[src/rtl/fifo_uart_pkg.sv]
// fifo_uart_pkg
// Shared definitions for the FIFO-fed UART transmitter.
//   tx_state_t  : transmitter frame state
//   TX_IDLE_LVL : level of the serial line between frames (mark)
package fifo_uart_pkg;

    typedef enum logic [1:0] {
        IDLE  = 2'd0,
        START = 2'd1,
        DATA  = 2'd2,
        STOP  = 2'd3
    } tx_state_t;

    localparam logic TX_IDLE_LVL = 1'b1;

endpackage

[src/rtl/fifo_uart_tx_bit_timer.sv]
// uart_bit_timer
// Baud counter for the UART transmitter. Counts 0..CLKS_PER_BIT-1 while
// run is high and flags the last cycle of each bit period.
// Ports:
//   clk      : system clock
//   rst_n    : asynchronous active-low reset
//   run      : count while high; counter is held at zero while low
//   restart  : synchronously clear the counter (start of a new frame)
//   bit_done : high on the last cycle of each bit period
module uart_bit_timer #(
    parameter int CLKS_PER_BIT = 16
) (
    input  logic clk,
    input  logic rst_n,
    input  logic run,
    input  logic restart,
    output logic bit_done
);

    localparam int CNT_W = $clog2(CLKS_PER_BIT);
    localparam logic [CNT_W-1:0] LAST_CNT = CNT_W'(CLKS_PER_BIT - 1);

    logic [CNT_W-1:0] baud_cnt;

    always_ff @(posedge clk or negedge rst_n) begin
        if (!rst_n) begin
            baud_cnt <= '0;
        end else if (restart || !run) begin
            baud_cnt <= '0;
        end else if (baud_cnt == LAST_CNT) begin
            baud_cnt <= '0;
        end else begin
            baud_cnt <= baud_cnt + 1'b1;
        end
    end

    // Must not depend on restart: restart is derived from bit_done in the
    // top-level load decision, so using it here would close a comb loop.
    assign bit_done = run && (baud_cnt == LAST_CNT);

endmodule

[src/rtl/fifo_uart_tx.sv]
// fifo_uart_tx
// Drains a first-word-fall-through FIFO and serialises each word as a
// start bit, DATA_WIDTH data bits (LSB first) and one stop bit on tx.
// Frames chain without an idle gap while the FIFO stays non-empty.
// Ports:
//   clk          : system clock
//   rst_n        : asynchronous active-low reset
//   enable       : permits new frames, sampled at frame-start decisions
//   fifo_empty   : FIFO empty flag
//   fifo_rd_data : FIFO head word, valid while fifo_empty is low
//   fifo_rd_en   : pop strobe, one cycle per consumed word
//   tx           : registered serial output, idles high
//   busy         : registered, high while a frame is in progress
module fifo_uart_tx
    import fifo_uart_pkg::*;
#(
    parameter int DATA_WIDTH   = 8,
    parameter int CLKS_PER_BIT = 16
) (
    input  logic                  clk,
    input  logic                  rst_n,
    input  logic                  enable,
    input  logic                  fifo_empty,
    input  logic [DATA_WIDTH-1:0] fifo_rd_data,
    output logic                  fifo_rd_en,
    output logic                  tx,
    output logic                  busy
);

    localparam int IDX_W = (DATA_WIDTH > 1) ? $clog2(DATA_WIDTH) : 1;
    localparam logic [IDX_W-1:0] LAST_IDX = IDX_W'(DATA_WIDTH - 1);

    tx_state_t             state;
    logic [DATA_WIDTH-1:0] shift_reg;
    logic [DATA_WIDTH-1:0] shift_nxt;
    logic [IDX_W-1:0]      bit_idx;
    logic                  bit_done;
    logic                  frame_end;
    logic                  load;

    uart_bit_timer #(
        .CLKS_PER_BIT(CLKS_PER_BIT)
    ) u_bit_timer (
        .clk      (clk),
        .rst_n    (rst_n),
        .run      (state != IDLE),
        .restart  (load),
        .bit_done (bit_done)
    );

    assign frame_end = (state == STOP) && bit_done;

    // rst_n gates the pop so a word is never consumed while the block is
    // held in reset (state reads IDLE then, which would otherwise qualify).
    assign load       = rst_n && enable && !fifo_empty && ((state == IDLE) || frame_end);
    assign fifo_rd_en = load;

    assign shift_nxt = shift_reg >> 1;

    always_ff @(posedge clk or negedge rst_n) begin
        if (!rst_n) begin
            state     <= IDLE;
            tx        <= TX_IDLE_LVL;
            busy      <= 1'b0;
            shift_reg <= '0;
            bit_idx   <= '0;
        end else if (load) begin
            state     <= START;
            tx        <= ~TX_IDLE_LVL;
            busy      <= 1'b1;
            shift_reg <= fifo_rd_data;
            bit_idx   <= '0;
        end else if (bit_done) begin
            unique case (state)
                START: begin
                    state <= DATA;
                    tx    <= shift_reg[0];
                end
                DATA: begin
                    if (bit_idx == LAST_IDX) begin
                        state <= STOP;
                        tx    <= TX_IDLE_LVL;
                    end else begin
                        bit_idx   <= bit_idx + 1'b1;
                        shift_reg <= shift_nxt;
                        tx        <= shift_nxt[0];
                    end
                end
                STOP: begin
                    state <= IDLE;
                    busy  <= 1'b0;
                end
                default: begin
                    state <= IDLE;
                end
            endcase
        end
    end

endmodule

[config.mk]
export PLATFORM = sky130hd
export DESIGN_NAME = fifo_uart_tx
export DESIGN_NICKNAME = d
export VERILOG_FILES = /design/src/rtl/fifo_uart_pkg.sv /design/src/rtl/fifo_uart_tx_bit_timer.sv /design/src/rtl/fifo_uart_tx.sv
export SDC_FILE = /design/constraint.sdc
export NUM_CORES = 1
export LEC_CHECK = 0
export ABC_AREA = 0
export CORE_MARGIN = 2
export CORE_UTILIZATION = 35
export DETAILED_ROUTE_END_ITERATION = 10
export GPL_ROUTABILITY_DRIVEN = 0
export REMOVE_ABC_BUFFERS = 1
export SYNTH_ARGS = -nofsm -noshare
export SYNTH_HDL_FRONTEND = slang
export SYNTH_HIERARCHICAL = 1
export SYNTH_SLANG_ARGS = --single-unit
[constraint.sdc]
create_clock -name clk -period 3.87 [get_ports clk]
set_clock_uncertainty 0.05 [all_clocks]
set_input_delay 0.774 -clock clk [delete_from_list [all_inputs] [get_ports clk]]
set_output_delay 0.774 -clock clk [all_outputs]
set_load 0.1 [all_outputs]
Word-level counts from Yosys, hierarchy flattened
Index checks and enable logic that the tools add are counted.

Add/subtract/negate cells: 2. Multiplexer cells: 21. Equality and inequality tests: 7. Reductions and logical operators: 19.

Operators with widths (number): 2-to-1 mux 8 bit (4); 2-to-1 mux 3 bit (4); 2-to-1 mux 4 bit (2); nonzero test 2 bit (4); 2-to-1 mux 1 bit (6); 2-to-1 mux 2 bit (3); AND reduction 2 bit (3); logical AND 1 bit (5); adder 4 x 1 -> 4 bit (second input constant) (1); equality test 2 bit (second input constant) (2); equality test 4 bit (second input constant) (1); case mux 2 bit (2 select lines) (1); adder 3 x 1 -> 3 bit (second input constant) (1); equality test 3 bit (second input constant) (1); inequality test 3 x 2 -> 1 bit (second input constant) (1); AND reduction 3 bit (1); nonzero test 3 bit (1); equality test 2 x 1 -> 1 bit (second input constant) (1); logical NOT 1 bit (2); logical NOT 2 bit (1); logical OR 1 bit (2); inequality test 2 x 1 -> 1 bit (second input constant) (1); case mux 1 bit (2 select lines) (1).

Register bits: 19. Input port bits: 12. Output and inout bits: 3. Word-level logic and storage cells: 55.

Longest topological paths before layout
Gate-level depths: netlist of run 1.

Depth after elaboration: 7. Depth in mapped cells: 9. Mapped depth without buffers: 8.

Hierarchy
Netlist of run 1, hierarchy kept.

Modules (own cells, without submodules): fifo_uart_tx (sequential area each 376.6 um^2, cells each 68, instances 1, area each 858.3 um^2); uart_bit_timer (sequential area each 100.1 um^2, cells each 15, instances 1, area each 180.2 um^2).

Worst setup path after synthesis of run 1
Ideal clock, no wire load.

Kind: register to output. Start: register state[0]. End: output port fifo_rd_en. Data arrival time: 1.657 ns. Data required time: 3.046 ns. Cell stages (with the launch flop): 8. Setup slack: 1.389 ns. Buffers on the path: 1. Path through: dfrtp_1 > inv_1 > ha_1 > inv_1 > and4_2 > a21oi_2 > nor3_4 > buf_6.

Word-level cells in the longest chain between the ends: 5. Elaborated cells on any way between the ends: 7. Those cells by class: eq/ne (1); reduce/logical (6).

Ends and longest elaborated chain: start, declared (RTL line fifo_uart_tx.sv:33) `tx_state_t state;`; start signal, assigned (RTL line fifo_uart_tx.sv:62) `state <= IDLE;`; start signal, assigned (RTL line fifo_uart_tx.sv:68) `state <= START;`; start signal, assigned (RTL line fifo_uart_tx.sv:76) `state <= DATA;`; nonzero test 2 bit (RTL line fifo_uart_tx.sv:46) `.run (state != IDLE),`; logical AND 1 bit (RTL line fifo_uart_tx_bit_timer.sv:39) `assign bit_done = run && (baud_cnt == LAST_CNT);`; via bit_done (RTL line fifo_uart_tx.sv:37) `logic bit_done;`; logical AND 1 bit (RTL line fifo_uart_tx.sv:51) `assign frame_end = (state == STOP) && bit_done;`; logical OR 1 bit (RTL line fifo_uart_tx.sv:55) `assign load = rst_n && enable && !fifo_empty && ((state == IDLE) || frame_end);`; logical AND 1 bit (RTL line fifo_uart_tx.sv:55); end, declared (RTL line fifo_uart_tx.sv:25) `output logic fifo_rd_en,`.

The timed path passes the listed nets, and every way through them passes these cells.

Final worst setup path of run 1
Ends and elaborated chain as after synthesis.

==> flow_summary.json, run 1 <==
{
  "clk_path_buf_depth": 2,
  "async_flop_share": 1.00,
  "worst_setup_path_end_kind": "output pin",
  "power.density_nw_per_um2": 374,
  "via_count": 648,
  "syn_inst": 83,
  "cap_violations": 0,
  "nNetsFinal": 121,
  "synth_ff_type": "dfrtp_1",
  "syn_to_final_growth_pct": 20.1,
  "leakagePower_nw": 0.614,
  "syn-mean-instance-area_um2": 12.5,
  "io_pins": 15,
  "finalWirelength_um": 1650,
  "drt-pass1-iter-count": 4,
  "placed_cells": 128,
  "final_cell_mix": "dfrtp_1, clkdlybuf4s50_1, mux2_4, nor2_1, ha_1",
  "grt_pass1_wl_um": 2930,
  "htreeDepth": 1,
  "yosys_warnings": 6,
  "min_period_ns": 2.97,
  "drt-initial-drc-count": 3,
  "rows": 19,
  "cts_tree": "yes",
  "crit_fanout": 16,
  "tightest_slew_ns": 0.962,
  "run_status": "complete, no violations",
  "cts_setup_buffers": 0,
  "final_util": 0.448,
  "core_area_um2": 2780,
  "crit_arrival_ns": 2.14,
  "largest_reg_flops": 8,
  "criticalPathCategory": "reg2out",
  "rsz0062_at_grt": "no",
  "setup_violations": 0,
  "ys_types": 27,
  "die_h_um": 58.5,
  "grt_max_degree": 20,
  "crit_top_cell": "inv_1",
  "relSlewSlack": 0.356,
  "hold_path.class": "reg2reg",
  "ir_worst_vdd_uv": 182,
  "finalNonFillerCells": 132,
  "grt_pass1_vias": 672,
  "cpMaxStageDelayCell": "dfrtp_1",
  "final_layout_size_suffix_gt1_frac": 0.257,
  "cts_buffers": 3,
  "numPortBuffers": 14,
  "start_kind": "register",
  "path_cells": "inv_1 -> ha_1 -> inv_1 -> and4_2 -> a21oi_2 -> nor3_4 -> buf_4 -> buf_12",
  "grt_usage": 0.115,
  "clock-root-buffer": "clkbuf_4",
  "finalPower_mw": 0.466,
  "report.final.hold_viol_count": 0,
  "worst-path-buf-inv": 4,
  "cp.required_ns": 3.05,
  "drcViolationCount": 0,
  "die_area_um2": 3420,
  "cp_slowest_stage_delay_ns": 0.42,
  "start_util": 0.373,
  "grt_overflow": 0,
  "die_x_um": 58.5,
  "drtAntennaViolNets": 0,
  "path_delay_family": "buffers and inverters",
  "hold_buffers": 0,
  "cts.sinks": 19,
  "ys_seq_area_frac": 0.459,
  "synth_edf_count": 0,
  "tns_ns": 0,
  "hpwlAfterDp_um": 1220,
  "final_common_cell": "dfrtp_1",
  "diodes": 0,
  "yosys_register_bits": 19,
  "antenna_found_initial": 0,
  "drv_slew": 0,
  "period_share": 0.766,
  "via_per_inst": 4.91,
  "insertion_delay_ns": 0.29,
  "hold_slack_ns": 0.426,
  "cts-resized-gates": 0,
  "path_clk_slew_ns": 0.11,
  "wire_per_inst_um": 12.5,
  "syn-cell-area_um2": 1040,
  "fmax_mhz": 337
}
-- power breakdown --
group          switching, mW  internal [mW]  leakage, nW  total [mW]
combinational         0.0657         0.0596        0.356       0.125
clock                 0.0609         0.0385       0.0177      0.0993
sequential            0.0170          0.224        0.240       0.241
total                  0.144          0.322        0.614       0.466
-- worst reg2reg max path, delay by kind of cell (launching register included) --
kind | cells | cell delay (ns)
adders and majority gates | 1 | 0.23
buffers and inverters | 2 | 0.15
DFF | 1 | 0.42
muxes | 2 | 0.66
and+or+nand+nor | 2 | 0.64
-- routing by layer --
metal,share of wire,vias up,track usage
met5,0,-,0
met4,0.019,0,0.0598
met3,0.031,4,0.0198
met2,0.47,11,0.185
met1,0.48,305,0.147
li1,-,328,-
-- cell type report --
class / count / area, µm²
multi-input cells: 56 / 517
fillers: 265 / 1530
well taps: 31 / 38.8
clock buffers: 3 / 22.5
clock inverters: 1 / 5.00
flip-flops and latches: 19 / 477
repair buffers: 16 / 165
inverters: 6 / 22.5
-- final timing paths --
check	from	to	slack [ns]	cells after the start
max in group asynchronous	rst_n	tx$_DFFE_PN1P_	2.72	2
worst max register to register	state[0]$_DFFE_PN0P_	shift_reg[2]$_DFFE_PN0P_	1.62	7
worst max-delay path	state[0]$_DFFE_PN0P_	fifo_rd_en	0.90	8
worst min register to register	tx$_DFFE_PN1P_	tx$_DFFE_PN1P_	0.43	2
min in group asynchronous	rst_n	u_bit_timer/baud_cnt[0]$_DFF_PN0_	0.79	2
worst min-delay path	tx$_DFFE_PN1P_	tx$_DFFE_PN1P_	0.43	2
-- kinds of logic (layout without fill, tap and decap cells) --
family | after synthesis | in the layout | share of synthesized area
adders and majority gates | 7 | 7 | 0.0843
AOI/OAI and AO/OA | 12 | 12 | 0.0843
xor gates and xnor gates | 2 | 2 | 0.0169
DFF | 19 | 19 | 0.459
and+or+nand+nor | 17 | 17 | 0.0916
muxes | 18 | 18 | 0.220
buffers and inverters | 8 | 26 | 0.0434
-- cell usage after synthesis, drive strengths merged, types with 2 or more instances --
master	count	share of area
a21o	2	0.014
dfrtp	18	0.43
mux2	15	0.19
mux2i	3	0.029
nand2	4	0.014
ha	7	0.084
nor2	8	0.029
buf	2	0.022
a311oi	2	0.017
inv	6	0.022
a21oi	3	0.018
-- through the flow --
| stage | area [µm²] | setup WS (ns) |
|---|---|---|
| floorplan | 1020 | 0.864 |
| global placement | 1220 | 1.09 |
| detailed placement | 1220 | 1.09 |
| CTS | 1250 | 0.891 |
| global route | 1250 | 0.764 |
| finish | 1250 | 0.904 |
Power figures use the tool's default switching activity.
==> inputs of run 2 (changes only) <==
Clock period 3.87 ns to 2.8 ns, I/O delays scaled along.
==> run 2 against run 1 <==
Effect of this change:
- non-clock buffer count is the same
- utilization fell by 0.18 points
- cell count did not move
- worst hold slack improved by 0.0029 ns
- first-iteration DRC count rose to 3.7 times the previous value
- critical endpoint unchanged
==> flow_summary.json, run 2 (same netlist as run 1, synthesis figures left out) <==
{
  "die_h_um": 58.5,
  "diodes": 0,
  "design_area_um2": 1240,
  "report.final.hold_viol_count": 0,
  "post-place-ws_ns": 0.549,
  "wire_per_inst_um": 12.7,
  "grt_usage": 0.117,
  "hold_slack_ns": 0.429,
  "drcViolationCount": 0,
  "insertion_delay_ns": 0.30,
  "period_share": 0.920,
  "rows": 19,
  "ir_worst_vdd_uv": 353,
  "cap_violations": 0,
  "grt_max_degree": 20,
  "via_count": 661,
  "criticalPathCategory": "reg2out",
  "core_area_um2": 2780,
  "finalWirelength_um": 1670,
  "crit_fanout": 6,
  "htreeDepth": 1,
  "antenna_found_initial": 0,
  "cts_setup_buffers": 0,
  "numPortBuffers": 14,
  "die_area_um2": 3420,
  "cts-resized-gates": 0,
  "drtAntennaViolNets": 0,
  "crit_arrival_ns": 1.97,
  "largest_reg_flops": 8,
  "start_kind": "register",
  "path_clk_slew_ns": 0.11,
  "power.density_nw_per_um2": 517,
  "placed_cell_area_um2": 1210,
  "setup_violations": 0,
  "placed_cells": 128,
  "run_status": "complete, no violations",
  "hpwlAfterDp_um": 1250,
  "worst_setup_path_end_kind": "output pin",
  "drt-initial-drc-count": 11,
  "cts_tree": "yes",
  "grt_pass1_wl_um": 2990,
  "rsz0062_at_grt": "no",
  "start_util": 0.373,
  "grt_pass1_vias": 671,
  "fillers": 266,
  "relSlewSlack": 0.735,
  "cts_buffers": 3,
  "cts.sinks": 19,
  "final_common_cell": "dfrtp_1",
  "leakagePower_nw": 0.616,
  "finalPower_mw": 0.642,
  "drv_slew": 0,
  "final_cell_mix": "dfrtp_1, clkdlybuf4s50_1, mux2_4, nor2_1, ha_1",
  "fmax_mhz": 388,
  "hold_path.class": "reg2reg",
  "final_util": 0.447,
  "nNetsFinal": 121,
  "tightest_slew_ns": 0.395,
  "final_layout_size_suffix_gt1_frac": 0.277,
  "cp.required_ns": 2.19,
  "hold_buffers": 0,
  "drt-pass1-iter-count": 4,
  "clock-root-buffer": "clkbuf_4",
  "finalNonFillerCells": 132,
  "clk_path_buf_depth": 2,
  "die_x_um": 58.5,
  "min_period_ns": 2.58,
  "layout_setup_ws_ns": 0.223,
  "via_per_inst": 5.01,
  "syn_to_final_growth_pct": 19.6,
  "tns_ns": 0,
  "grt_overflow": 0,
  "io_pins": 15
}
==> run 2: changes by cell type in the layout (fill, tap and decap cells not counted), sizes merged <==
cell           change
buf                +2
clkdlybuf4s50      -2
==> run 2: final timing paths <==
path                                       from                  endpoint  slack (ns)  cells past startpoint
min                              tx$_DFFE_PN1P_            tx$_DFFE_PN1P_        0.43                      2
max in group asynchronous                 rst_n            tx$_DFFE_PN1P_        1.87                      2
max reg2reg                state[0]$_DFFE_PN0P_  shift_reg[4]$_DFFE_PN0P_        0.53                      7
min in group asynchronous                 rst_n          busy$_DFFE_PN0P_        0.57                      2
max                        state[0]$_DFFE_PN0P_                fifo_rd_en        0.22                      7
min reg2reg                      tx$_DFFE_PN1P_            tx$_DFFE_PN1P_        0.43                      2
==> run 2: routing by layer <==
layer	vias up	GRT usage	wire, µm
met3	4	0.0264	64
met2	15	0.183	765
met5	-	0	0
met1	319	0.152	810
li1	323	-	-
met4	0	0.0598	33
==> run 2: critical path, cell delays in order, from the launching register on <==
cell and delay [ns]:
dfrtp_1 0.41, inv_1 0.08, ha_1 0.23, inv_1 0.08, and4_2 0.30, a21oi_2 0.09
nor3_4 0.26, buf_12 0.21
==> run 2: area by class of cell <==
class	instances	area [µm²]	share of cell area
well taps	31	38.8	0.0312
flip-flops and latches	19	477	0.384
clock buffers	3	22.5	0.0181
clock inverters	1	5.00	0.00403
multi-input cells	56	517	0.416
inverters	6	22.5	0.0181
repair buffers	16	160	0.129
==> run 2: where the power goes <==
part           internal, mW  switching, mW  total (mW)
clock network        0.0532         0.0855       0.139
registers             0.310         0.0234       0.334
logic                0.0804         0.0893       0.170
